### src/rtl/bus_slot_scheduler_if.sv
// bus_slot_scheduler_if
// Groups the signals between the bus slot scheduler and its neighbours
// (68000 interface, video timer, RAM/ROM address mux).
//   master : drives the requests and CPU strobe, observes schedule/grants
//   slave  : the scheduler itself
// Signals:
//   _cpuAS          CPU address strobe, active low
//   cpuSelRAM       CPU access targets RAM
//   videoReq        video wants the next slot 0
//   soundReq        sound wants the next slot 0
//   extraReq        extra-ROM read request (level, held until acked)
//   busCycle        frame phase 0..3
//   videoBusControl high during busCycle 0
//   slotOwner       slot-0 owner: 0 idle, 1 video, 2 sound, 3 extra
//   extraAck        one-clock extra-ROM grant
//   _cpuDTACK       CPU data acknowledge, active low
//   cpuStrobe       one-clock pulse on first DTACK clock of an access
//   extraStarve     slots an extra request has waited (saturating)
interface bus_slot_scheduler_if #(
    parameter int unsigned STARVE_W = 8
) ();
    logic                _cpuAS;
    logic                cpuSelRAM;
    logic                videoReq;
    logic                soundReq;
    logic                extraReq;
    logic [1:0]          busCycle;
    logic                videoBusControl;
    logic [1:0]          slotOwner;
    logic                extraAck;
    logic                _cpuDTACK;
    logic                cpuStrobe;
    logic [STARVE_W-1:0] extraStarve;

    modport master (
        output _cpuAS, cpuSelRAM, videoReq, soundReq, extraReq,
        input  busCycle, videoBusControl, slotOwner, extraAck, _cpuDTACK, cpuStrobe,
               extraStarve
    );

    modport slave (
        input  _cpuAS, cpuSelRAM, videoReq, soundReq, extraReq,
        output busCycle, videoBusControl, slotOwner, extraAck, _cpuDTACK, cpuStrobe,
               extraStarve
    );
endinterface

### src/rtl/bus_slot_scheduler.sv
// bus_slot_scheduler
// Sequences the shared RAM/ROM bus over a 4-clock frame: runs the frame phase
// counter, arbitrates the slot-0 window (video > sound > extra ROM), and
// generates CPU /DTACK with RAM_WAIT extra frames for RAM plus a one-clock
// access strobe.
// Ports:
//   clk8    8.125 MHz bus clock
//   _reset  asynchronous active-low reset
//   bus     bus_slot_scheduler_if.slave (requests in, schedule/acks out)
// Parameters:
//   RAM_WAIT  extra whole frames (0..15) before /DTACK on RAM accesses
//   STARVE_W  width of the extra-ROM starvation counter
module bus_slot_scheduler #(
    parameter int unsigned RAM_WAIT = 1,
    parameter int unsigned STARVE_W = 8
) (
    input logic                  clk8,
    input logic                  _reset,
    bus_slot_scheduler_if.slave  bus
);

    localparam logic [3:0] WaitInit = 4'(RAM_WAIT);

    typedef enum logic [1:0] {
        StIdle,
        StWait,
        StAck
    } dtack_state_e;

    dtack_state_e        r_state;
    logic [3:0]          r_cnt;
    logic [1:0]          r_bus_cycle;
    logic                r_video_bus;
    logic [1:0]          r_slot_owner;
    logic                r_extra_ack;
    logic                r_dtack_n;
    logic                r_strobe;
    logic [STARVE_W-1:0] r_starve;

    logic [1:0]          w_next_owner;

    // Fixed priority for the upcoming slot 0; nothing is queued.
    always_comb begin
        w_next_owner = 2'd0;
        if (bus.videoReq) begin
            w_next_owner = 2'd1;
        end else if (bus.soundReq) begin
            w_next_owner = 2'd2;
        end else if (bus.extraReq) begin
            w_next_owner = 2'd3;
        end
    end

    always_ff @(posedge clk8 or negedge _reset) begin
        if (!_reset) begin
            r_state      <= StIdle;
            r_cnt        <= 4'd0;
            r_bus_cycle  <= 2'd0;
            r_video_bus  <= 1'b1;
            r_slot_owner <= 2'd0;
            r_extra_ack  <= 1'b0;
            r_dtack_n    <= 1'b1;
            r_strobe     <= 1'b0;
            r_starve     <= '0;
        end else begin
            r_bus_cycle <= r_bus_cycle + 2'd1;
            r_video_bus <= (r_bus_cycle == 2'd3);
            r_extra_ack <= 1'b0;
            r_strobe    <= 1'b0;

            // Slot-0 decision is made on the edge into busCycle 0.
            if (r_bus_cycle == 2'd3) begin
                r_slot_owner <= w_next_owner;
                r_extra_ack  <= (w_next_owner == 2'd3);
                if (!bus.extraReq || (w_next_owner == 2'd3)) begin
                    r_starve <= '0;
                end else if (r_starve != '1) begin
                    r_starve <= r_starve + STARVE_W'(1);
                end
            end

            unique case (r_state)
                StIdle: begin
                    // Arming only from IDLE means AS must have been seen high
                    // (ACK exit) before another access can be acknowledged.
                    if ((r_bus_cycle == 2'd1) && !bus._cpuAS) begin
                        if (!bus.cpuSelRAM || (RAM_WAIT == 0)) begin
                            r_state   <= StAck;
                            r_dtack_n <= 1'b0;
                            r_strobe  <= 1'b1;
                        end else begin
                            r_state <= StWait;
                            r_cnt   <= WaitInit;
                        end
                    end
                end
                StWait: begin
                    if (bus._cpuAS) begin
                        // Aborted cycle.
                        r_state <= StIdle;
                        r_cnt   <= 4'd0;
                    end else if (r_bus_cycle == 2'd1) begin
                        r_cnt <= r_cnt - 4'd1;
                        if (r_cnt == 4'd1) begin
                            r_state   <= StAck;
                            r_dtack_n <= 1'b0;
                            r_strobe  <= 1'b1;
                        end
                    end
                end
                StAck: begin
                    if (bus._cpuAS) begin
                        r_state   <= StIdle;
                        r_dtack_n <= 1'b1;
                    end
                end
                default: begin
                    r_state   <= StIdle;
                    r_dtack_n <= 1'b1;
                end
            endcase
        end
    end

    assign bus.busCycle        = r_bus_cycle;
    assign bus.videoBusControl = r_video_bus;
    assign bus.slotOwner       = r_slot_owner;
    assign bus.extraAck        = r_extra_ack;
    assign bus._cpuDTACK       = r_dtack_n;
    assign bus.cpuStrobe       = r_strobe;
    assign bus.extraStarve     = r_starve;

endmodule

### src/flat_wrapper.sv
// flat-port wrapper written by rule: the top's interface ports become plain ports
module bus_slot_scheduler_flat 
#(
    parameter int unsigned RAM_WAIT = 1,
    parameter int unsigned STARVE_W = 8
)
  (clk8, _reset, bus__cpuAS, bus_cpuSelRAM, bus_videoReq, bus_soundReq, bus_extraReq, bus_busCycle, bus_videoBusControl, bus_slotOwner, bus_extraAck, bus__cpuDTACK, bus_cpuStrobe, bus_extraStarve);
  bus_slot_scheduler_if #(.STARVE_W(STARVE_W)) bus_i ();
  input logic clk8;
  input logic _reset;
  input wire logic [$bits(bus_i._cpuAS)-1:0] bus__cpuAS;
  input wire logic [$bits(bus_i.cpuSelRAM)-1:0] bus_cpuSelRAM;
  input wire logic [$bits(bus_i.videoReq)-1:0] bus_videoReq;
  input wire logic [$bits(bus_i.soundReq)-1:0] bus_soundReq;
  input wire logic [$bits(bus_i.extraReq)-1:0] bus_extraReq;
  output wire logic [$bits(bus_i.busCycle)-1:0] bus_busCycle;
  output wire logic [$bits(bus_i.videoBusControl)-1:0] bus_videoBusControl;
  output wire logic [$bits(bus_i.slotOwner)-1:0] bus_slotOwner;
  output wire logic [$bits(bus_i.extraAck)-1:0] bus_extraAck;
  output wire logic [$bits(bus_i._cpuDTACK)-1:0] bus__cpuDTACK;
  output wire logic [$bits(bus_i.cpuStrobe)-1:0] bus_cpuStrobe;
  output wire logic [$bits(bus_i.extraStarve)-1:0] bus_extraStarve;
  assign bus_i._cpuAS = bus__cpuAS;
  assign bus_i.cpuSelRAM = bus_cpuSelRAM;
  assign bus_i.videoReq = bus_videoReq;
  assign bus_i.soundReq = bus_soundReq;
  assign bus_i.extraReq = bus_extraReq;
  assign bus_busCycle = bus_i.busCycle;
  assign bus_videoBusControl = bus_i.videoBusControl;
  assign bus_slotOwner = bus_i.slotOwner;
  assign bus_extraAck = bus_i.extraAck;
  assign bus__cpuDTACK = bus_i._cpuDTACK;
  assign bus_cpuStrobe = bus_i.cpuStrobe;
  assign bus_extraStarve = bus_i.extraStarve;
  bus_slot_scheduler #(.RAM_WAIT(RAM_WAIT), .STARVE_W(STARVE_W)) u_core (.clk8(clk8), ._reset(_reset), .bus(bus_i));
endmodule
### config.mk
export PLATFORM = sky130hd
export DESIGN_NAME = bus_slot_scheduler_flat
export DESIGN_NICKNAME = d
export VERILOG_FILES = /design/src/rtl/bus_slot_scheduler_if.sv /design/src/rtl/bus_slot_scheduler.sv /design/src/flat_wrapper.sv
export SDC_FILE = /design/constraint.sdc
export NUM_CORES = 1
export LEC_CHECK = 0
export ABC_AREA = 0
export BUFFER_PORTS_ARGS = -buffer_cell sky130_fd_sc_hd__buf_2
export CORE_MARGIN = 2
export CORE_UTILIZATION = 48
export DETAILED_ROUTE_END_ITERATION = 10
export PLACE_DENSITY = 0.79
export SETUP_SLACK_MARGIN = 0.2
export SYNTH_ARGS = -nofsm -noshare
export SYNTH_HDL_FRONTEND = slang
export SYNTH_SLANG_ARGS = --single-unit
### constraint.sdc
create_clock -name clk8 -period 1.55 [get_ports clk8]
set_input_delay 0.0775 -clock clk8 [delete_from_list [all_inputs] [get_ports clk8]]
set_output_delay 0.0775 -clock clk8 [all_outputs]
set_load 0.01 [all_outputs]
-- Word-level counts from Yosys, hierarchy flattened
Index checks and enable logic that the tools add are counted.
- bits in registers: 22
- bits of input ports: 7
- add/sub/neg operators: 3
- equal/unequal tests: 16
- muxes and demuxes: 31
- reductions and logical operators: 11
- operators by type and width (kind ; number):
    $mux 2 ; 9
    $mux 4 ; 4
    $mux 8 ; 2
    $mux 1 ; 12
    $add 8x1->8 const B ; 1
    $ne 2x2->1 const B ; 4
    $ne 8x8->1 const B ; 1
    $pmux 4 s2 ; 1
    $reduce_and 4->1 ; 2
    $eq 2x2->1 const B ; 3
    $ne 2x1->1 const B ; 3
    $ne 3x2->1 const B ; 2
    $pmux 2 s3 ; 1
    $reduce_and 6->1 ; 1
    $eq 2x1->1 const B ; 2
    $eq 4x1->1 const B ; 1
    $reduce_bool 2->1 ; 2
    $sub 4x1->4 const B ; 1
    $pmux 1 s3 ; 1
    $add 2x1->2 const B ; 1
    $logic_not 1->1 ; 2
    $logic_not 2->1 ; 1
    $pmux 1 s2 ; 1
    $reduce_and 2->1 ; 1
    2 further kinds ; 2

-- Longest topological paths before layout
Gate-level depths: netlist of the first run.
- depth after elaboration: 7
- depth in mapped cells: 5

-- Worst setup path after synthesis of the first run
No wires, ideal clock.
- kind: register to register
- from: register u_core.r_bus_cycle[0], in the netlist u_core.bus.busCycle[0]
- to: register u_core.r_starve[7], in the netlist u_core.bus.extraStarve[7]
- arrival time: 1.388 ns
- required time: 1.424 ns
- path slack: 0.036 ns
- stages on the path, launching flop included: 6
- path buffers: 1
- cells stage by stage: dfrtp_1 > ha_1 > and3_1 > clkbuf_1 > nand2_1 > o311a_1
- cells in the longest elaborated chain, start to end: 2
- RTL lines (item ; line ; RTL):
    from (decl) ; bus_slot_scheduler.sv:32 ; logic [1:0] r_bus_cycle;
    from (signal assigned) ; bus_slot_scheduler.sv:66 ; r_bus_cycle <= r_bus_cycle + 2'd1;
    $eq 2x2->1 ; bus_slot_scheduler.sv:72 ; if (r_bus_cycle == 2'd3) begin
    $reduce_and 2->1 (no source line) ; n/a ;
    to (signal assigned) ; bus_slot_scheduler.sv:78 ; r_starve <= r_starve + STARVE_W'(1);
    to (decl) ; bus_slot_scheduler.sv:38 ; logic [STARVE_W-1:0] r_starve;
No other way between the ends.
A chain may end at the register's enable or synchronous reset.

-- Worst setup path after layout of the first run
- from: register u_core.r_cnt[1]
- to: register u_core.r_dtack_n, in the netlist u_core.bus._cpuDTACK
- cells in the longest elaborated chain, start to end: 3
- RTL lines (item ; line ; RTL):
    from (decl) ; bus_slot_scheduler.sv:31 ; logic [3:0] r_cnt;
    from (signal assigned) ; bus_slot_scheduler.sv:93 ; r_cnt <= WaitInit;
    from (signal assigned) ; bus_slot_scheduler.sv:103 ; r_cnt <= r_cnt - 4'd1;
    $eq 4x1->1 ; bus_slot_scheduler.sv:104 ; if (r_cnt == 4'd1) begin
    $ne 2x1->1 (no source line) ; n/a ;
    $reduce_and 6->1 (no source line) ; n/a ;
    to (signal assigned) ; bus_slot_scheduler.sv:106 ; r_dtack_n <= 1'b0;
    to (signal assigned) ; bus_slot_scheduler.sv:114 ; r_dtack_n <= 1'b1;
    to (signal assigned) ; bus_slot_scheduler.sv:119 ; r_dtack_n <= 1'b1;
    to (decl) ; bus_slot_scheduler.sv:36 ; logic r_dtack_n;
No other way between the ends.

==> impl_metrics.yaml, run 1 <==
outcome:
  outcome: "complete, no violations"
yosys:
  netlist_instances: 116
  synth_warnings: 0
  synth_area_sq_mm: 0.00119
  synth_cell_types: 44
  syn_nets: 128
  yosysTopAreaCellShare_pct: 42.0
  yosysTopAreaCell: "dfrtp_1"
  syn_area_per_cell_sq_um: 10.3
  yosys_register_bits: 22
  synth.area.top_cells: "dfrtp_1, ha_1, dfstp_2"
  yosysSeqAreaShare_pct: 46.4
worst_setup_path:
  worstPathCellList: "inv_2 -> ha_4 -> or3b_4 -> a2111oi_4 -> a21oi_1"
  critPathLaunchType: "register"
  max_stage_delay_ns: 0.41
  r2r-end: "u_core.bus._cpuDTACK"
  r2r_start: "u_core.r_cnt[1]"
  r2r_cells: 5
  cp.required_ns: 1.80
  r2r_slack_ns: 0.10
  cpMaxStageDelayCell: "dfrtp_1"
  arrival_ns: 1.70
  cp-end-kind: "register"
  cp_max_fo: 2
  criticalPathCategory: "register to register"
route:
  vias: 1062
  drtIter0Drc: 21
  antenna_left: 0
  wire_per_inst_microns: 15.3
  post-route-drc-count: 0
  firstDrtPassIters: 4
  routed_wl_mm: 2.84
  via_per_inst: 5.74
die:
  die_w_microns: 53.8
  die_y_microns: 53.8
  std_cell_rows: 18
  initial_core_util_pct: 49.5
  core_area_sq_mm: 0.00241
  die-area_sq_mm: 0.00290
  io_pins: 23
clock_tree:
  cts_made_buffers: 3
  tritoncts_num_sinks: 22
  cts_buffer_depth: 2
  cts_root_buf: "clkbuf_4"
  clkTransAtPathRegs_ns: 0.12
  clkLatencyLatePin_ns: 0.32
  cts_tree: "done"
  cts_max_level: 1
power_and_ir_drop:
  power_per_cell_area_mw_per_mm2: 658
  vdd_drop_max_mv: 0.641
  leakage_nw: 0.741
finish:
  stdcell_count: 185
  design_area_sq_mm: 0.00168
  diodes: 0
  layout-drive-gt1-share_pct: 48.4
  area_delta_synth_final_pct: 41.0
  finalNetCount: 168
  fillCellCount: 170
hold_path:
  min_path_type: "input port to register"
  hold_start: "bus_soundReq"
  min_path_cells: 3
  min_to: "u_core.bus.slotOwner[1]"
global_routing:
  grt_use_total_pct: 20.4
  grt_pass1_wl_mm: 4.15
  overflow: 0
  grt_max_degree: 23
  antenna_found_initial: 0
  grt_pass1_vias: 947
timing:
  skew_ns: 0.00545
  setup_viol: 0
  tightest_slew_ns: 0.498
  maxSlewHeadroom_pct: 66.8
  hold_viol_final: 0
  fin_tns_setup_ns: 0
  grt_setup_unrepaired: "true"
  max_freq_mhz: 692
  fin_crit_sh_pct: 93.3
  slew_viol_final: 0
  fin_crit_ns: 1.45
placement:
  dp_hpwl_mm: 1.85
  gp_congestion: 0.770
  placed_area_sq_mm: 0.00144
  port_buffers: 22
  dp_cells: 170
flow_run:
  drv_cap: 0
-- cell families (layout without fill, tap and decap cells) --
family          after synthesis  in the layout  share of synthesized area (%)
buf+inv                      14             53                           4.51
compound gates               38             38                           23.9
flops                        22             22                           46.4
simple gates                 35             35                           18.2
fa+ha+maj                     5              5                           5.25
mux                           2              2                           1.78
-- metal layers --
layer  share of wire [%]  wire length [microns]  GRT usage, %
met1                  41                   1160          23.4
met2                  54                   1530          37.0
met3                 3.7                    106          3.33
met4                 1.6                     44          8.97
met5                   0                      0             0
-- cell type report --
type                    instances  area [sq um]  share of cell area, %
inverters                      11          41.3                   2.46
well taps                      30          37.5                   2.23
repair buffers                 38           239                   14.2
multi-input cells              80           768                   45.7
clock buffers                   4          36.3                   2.16
flip-flops and latches         22           559                   33.3
-- critical path: cells and delay by family (launching register included) --
family | cells | cell delay, ns
flops | 1 | 0.41
simple gates | 1 | 0.38
compound gates | 2 | 0.38
fa+ha+maj | 1 | 0.12
buf+inv | 1 | 0.08
-- synth_stat cells (all sizes together) --
library cell and n:
inv 11, a211oi 4, or3 1, buf 1, or2 1, nor3b 2, a21oi 9, o311a 1
a22oi 1, o211a 1, nor2 3, dfrtp 20, mux2 1, ha 5, nor3 1, o211ai 1
nand2 7, nor2b 3, o21a 1, clkbuf 2, a21o 2, nand2b 4, a2111oi 4, and4 1
and3 5, a31oi 2, a22o 2, and2 2, o21bai 1, nand4bb 2, dfstp 2, nand3 1
a41o 1, mux2i 1, or3b 1, o21ai 5, a41oi 1, nand4 1, o31ai 2
-- registers in the layout (all words and copies together), names as in the netlist --
signal                      count
u_core.bus._cpuDTACK            1
u_core.bus.busCycle             2
u_core.bus.cpuStrobe            1
u_core.bus.extraAck             1
u_core.bus.extraStarve          8
u_core.bus.slotOwner            2
u_core.bus.videoBusControl      1
u_core.r_cnt                    4
u_core.r_state                  2
-- per-stage QoR --
step           power (mW)  setup WS (ns)  hold slack, ns  utilization [%]
2_1_floorplan       0.703          0.128          -0.218                -
6_report             1.11          0.104          0.0345             69.8
3_5_place_dp        0.763         0.0885          0.0772             59.9
5_1_grt              1.16         0.0295          0.0286             69.8
4_1_cts              1.11         0.0896          0.0328             66.3
3_3_place_gp        0.756          0.123          0.0626             59.9
-- power breakdown --
part / total [mW] / switching, mW / internal, mW
combinational: 0.170 / 0.0902 / 0.0801
clock: 0.325 / 0.182 / 0.144
sequential: 0.610 / 0.0151 / 0.595
-- cell usage in the layout, fill, tap and decap left out, types with 2 or more instances in the layout --
| cell | Yosys | routed |
|---|---|---|
| a21oi_1 | 9 | 6 |
| a22o_1 | 2 | 2 |
| a2111oi_4 | 1 | 4 |
| dlygate4sd3_1 | 0 | 2 |
| nand2_1 | 7 | 7 |
| nand4bb_1 | 2 | 2 |
| nand2b_1 | 3 | 3 |
| nor2b_1 | 3 | 3 |
| dfstp_2 | 2 | 2 |
| and3_1 | 5 | 3 |
| nor2_1 | 3 | 3 |
| dfrtp_2 | 0 | 5 |
| o21ai_0 | 5 | 5 |
| and3_4 | 0 | 2 |
| clkbuf_4 | 0 | 3 |
| inv_1 | 10 | 8 |
| inv_2 | 1 | 3 |
| ha_4 | 0 | 4 |
| o31ai_2 | 0 | 2 |
| dfrtp_1 | 20 | 15 |
| buf_2 | 1 | 22 |
| a211oi_2 | 0 | 3 |
| a21o_1 | 2 | 2 |
| buf_4 | 0 | 13 |
| a21oi_2 | 0 | 2 |
| nor3b_1 | 2 | 2 |
-- what timing repair did --
action / in CTS / in global routing
pin swaps: 5 / 11
setup endpoints to repair: 12 / 13
hold buffers: 2 / 0
buffers inserted: 7 / 2
gates resized for setup: 8 / 13
hold endpoints to repair: 21 / 0
-- how the worst max path moves through the flow --
stage | startpoint | endpoint | cells after the start
floorplan | u_core.bus.extraStarve[1] | u_core.bus.extraStarve[1] | 4
global placement | u_core.bus.extraStarve[1] | u_core.bus.extraStarve[2] | 4
detailed placement | u_core.bus.extraStarve[1] | u_core.bus.extraStarve[3] | 4
CTS | u_core.r_cnt[0] | u_core.r_cnt[3] | 3
global route | u_core.bus.busCycle[1] | u_core.r_cnt[3] | 5
finish | u_core.r_cnt[1] | u_core.bus._cpuDTACK | 5
(Power assumes the default switching activity.)
==> inputs of run 2 (changes only) <==
CORE_MARGIN = 1   (was 2)
SETUP_SLACK_MARGIN = 0.15   (was 0.2)
==> run 2 against run 1 <==
Effect of this change: critical path type unchanged; via count decreased by 3.1%; flip-flop and latch count is the same; clock power down 21%; sequential share of layout area is 0.28 points higher; clock-buffer cell count did not move; setup slack got worse by 0.013 ns.
==> impl_metrics.yaml, run 2 (synthesis gave the netlist of run 1 again) <==
outcome:
  outcome: "complete, no violations"
timing:
  slew_viol_final: 0
  tightest_slew_ns: 0.482
  hold_viol_final: 0
  grt_setup_unrepaired: "true"
  fin_tns_setup_ns: 0
  skew_ns: 0.0127
  maxSlewHeadroom_pct: 67.9
  fin_crit_sh_pct: 94.1
  setup_viol: 0
  max_freq_mhz: 685
  fin_crit_ns: 1.46
  setup_ws_ns: 0.0907
worst_setup_path:
  endpoint: "u_core.bus._cpuDTACK"
  criticalPathCategory: "register to register"
  r2r-end: "u_core.bus._cpuDTACK"
  r2r_start: "u_core.r_cnt[1]"
  r2r_cells: 5
  r2r_slack_ns: 0.09
  cp-end-kind: "register"
  arrival_ns: 1.68
  critPathLaunchType: "register"
  cp.required_ns: 1.77
  cp_max_fo: 2
  cp-startpoint: "u_core.r_cnt[1]"
placement:
  port_buffers: 22
  post-place-ws_ns: 0.0424
  gp_congestion: 0.738
  dp_hpwl_mm: 1.90
route:
  drtIter0Drc: 14
  via_per_inst: 5.62
  antenna_left: 0
  wire_per_inst_microns: 14.7
  routed_wl_mm: 2.68
  firstDrtPassIters: 4
  post-route-drc-count: 0
  vias: 1029
clock_tree:
  clkTransAtPathRegs_ns: 0.12
  cts_buffer_depth: 2
  clkLatencyLatePin_ns: 0.30
  cts_max_level: 1
  tritoncts_num_sinks: 22
  cts_root_buf: "clkbuf_4"
  cts_tree: "done"
  cts_made_buffers: 3
die:
  io_pins: 23
  die-area_sq_mm: 0.00269
  die_w_microns: 51.8
  core_area_sq_mm: 0.00228
  initial_core_util_pct: 52.4
  std_cell_rows: 17
  die_y_microns: 51.8
finish:
  fillCellCount: 173
  largest_reg_flops: 8
  finalNetCount: 168
  area_delta_synth_final_pct: 39.2
  seqCellArea_sq_um: 557
  final_common_cell: "buf_2"
  multi_input_area_sq_um: 762
  layout-drive-gt1-share_pct: 45.8
  layout_common_cells: "buf_2, dfrtp_1, buf_4, inv_1, nand2_1"
  diodes: 0
global_routing:
  antenna_found_initial: 0
  grt_max_degree: 23
  grt_pass1_vias: 996
  overflow: 0
  grt_use_total_pct: 22.6
  grt_pass1_wl_mm: 4.46
power_and_ir_drop:
  leakage_nw: 0.743
  power_per_cell_area_mw_per_mm2: 626
  vdd_drop_max_mv: 0.508
hold_path:
  min_path_type: "input port to register"
flow_run:
  drv_cap: 0
## run 2: cell counts in the layout (fill, tap and decap cells not counted)
No cell type changed its count.
## run 2: layout make-up
class / instances / area share (%)
repair buffers: 38 / 14.4
flip-flops and latches: 22 / 33.5
well taps: 28 / 2.11
multi-input cells: 80 / 45.9
inverters: 11 / 2.49
clock buffers: 4 / 1.58
## run 2: what timing repair did
item / in CTS / in global routing
resized for setup: 9 / 18
hold buffers: 2 / 0
pin swaps: 3 / 11
hold endpoints to repair: 21 / 0
cloned: 0 / 0
setup endpoints to repair: 6 / 13
setup buffers: 4 / 2
## run 2: layer usage
| layer | global-route usage (%) | part of all wire, % | routed length [microns] |
|---|---|---|---|
| met5 | 0 | 0 | 0 |
| met2 | 40.0 | 54 | 1450 |
| met1 | 27.4 | 42 | 1130 |
| met3 | 3.51 | 2.7 | 72 |
| met4 | 8.11 | 1.0 | 28 |
## run 2: critical path: stages, from the launching register on
cell and delay, ns:
dfrtp_1 0.41, inv_2 0.08, ha_4 0.12, or3b_4 0.38
a2111oi_4 0.32, a21oi_1 0.07
## run 2: metrics by stage
stage	total power [mW]	util [%]	instance area, sq um	hold slack [ns]	cells
final	1.04	73.0	1660	0.0496	183
after detailed placement	0.757	62.7	1430	0.0650	171
after global routing	1.09	73.0	1660	0.0635	183
after global placement	0.751	62.7	1430	0.0630	171
after floorplan	0.696	-	1230	-0.218	116
after CTS	1.03	67.5	1540	0.0486	181
## run 2: power by group
group / total, mW / switching (mW) / internal, mW
Sequential: 0.607 / 0.0127 / 0.595
Clock: 0.257 / 0.157 / 0.100
Combinational: 0.175 / 0.0921 / 0.0827
Total: 1.04 / 0.262 / 0.777
## run 2: worst min-delay path by stage
stage                     cells past startpoint    startpoint                         to
after global routing                          3  bus_extraReq        u_core.bus.extraAck
final                                         3  bus_soundReq    u_core.bus.slotOwner[1]
after detailed placement                      1        _reset  u_core.bus.extraStarve[7]
after global placement                        1        _reset  u_core.bus.extraStarve[7]
after CTS                                     3  bus_soundReq    u_core.bus.slotOwner[1]
after floorplan                               0        _reset     u_core.bus.busCycle[0]
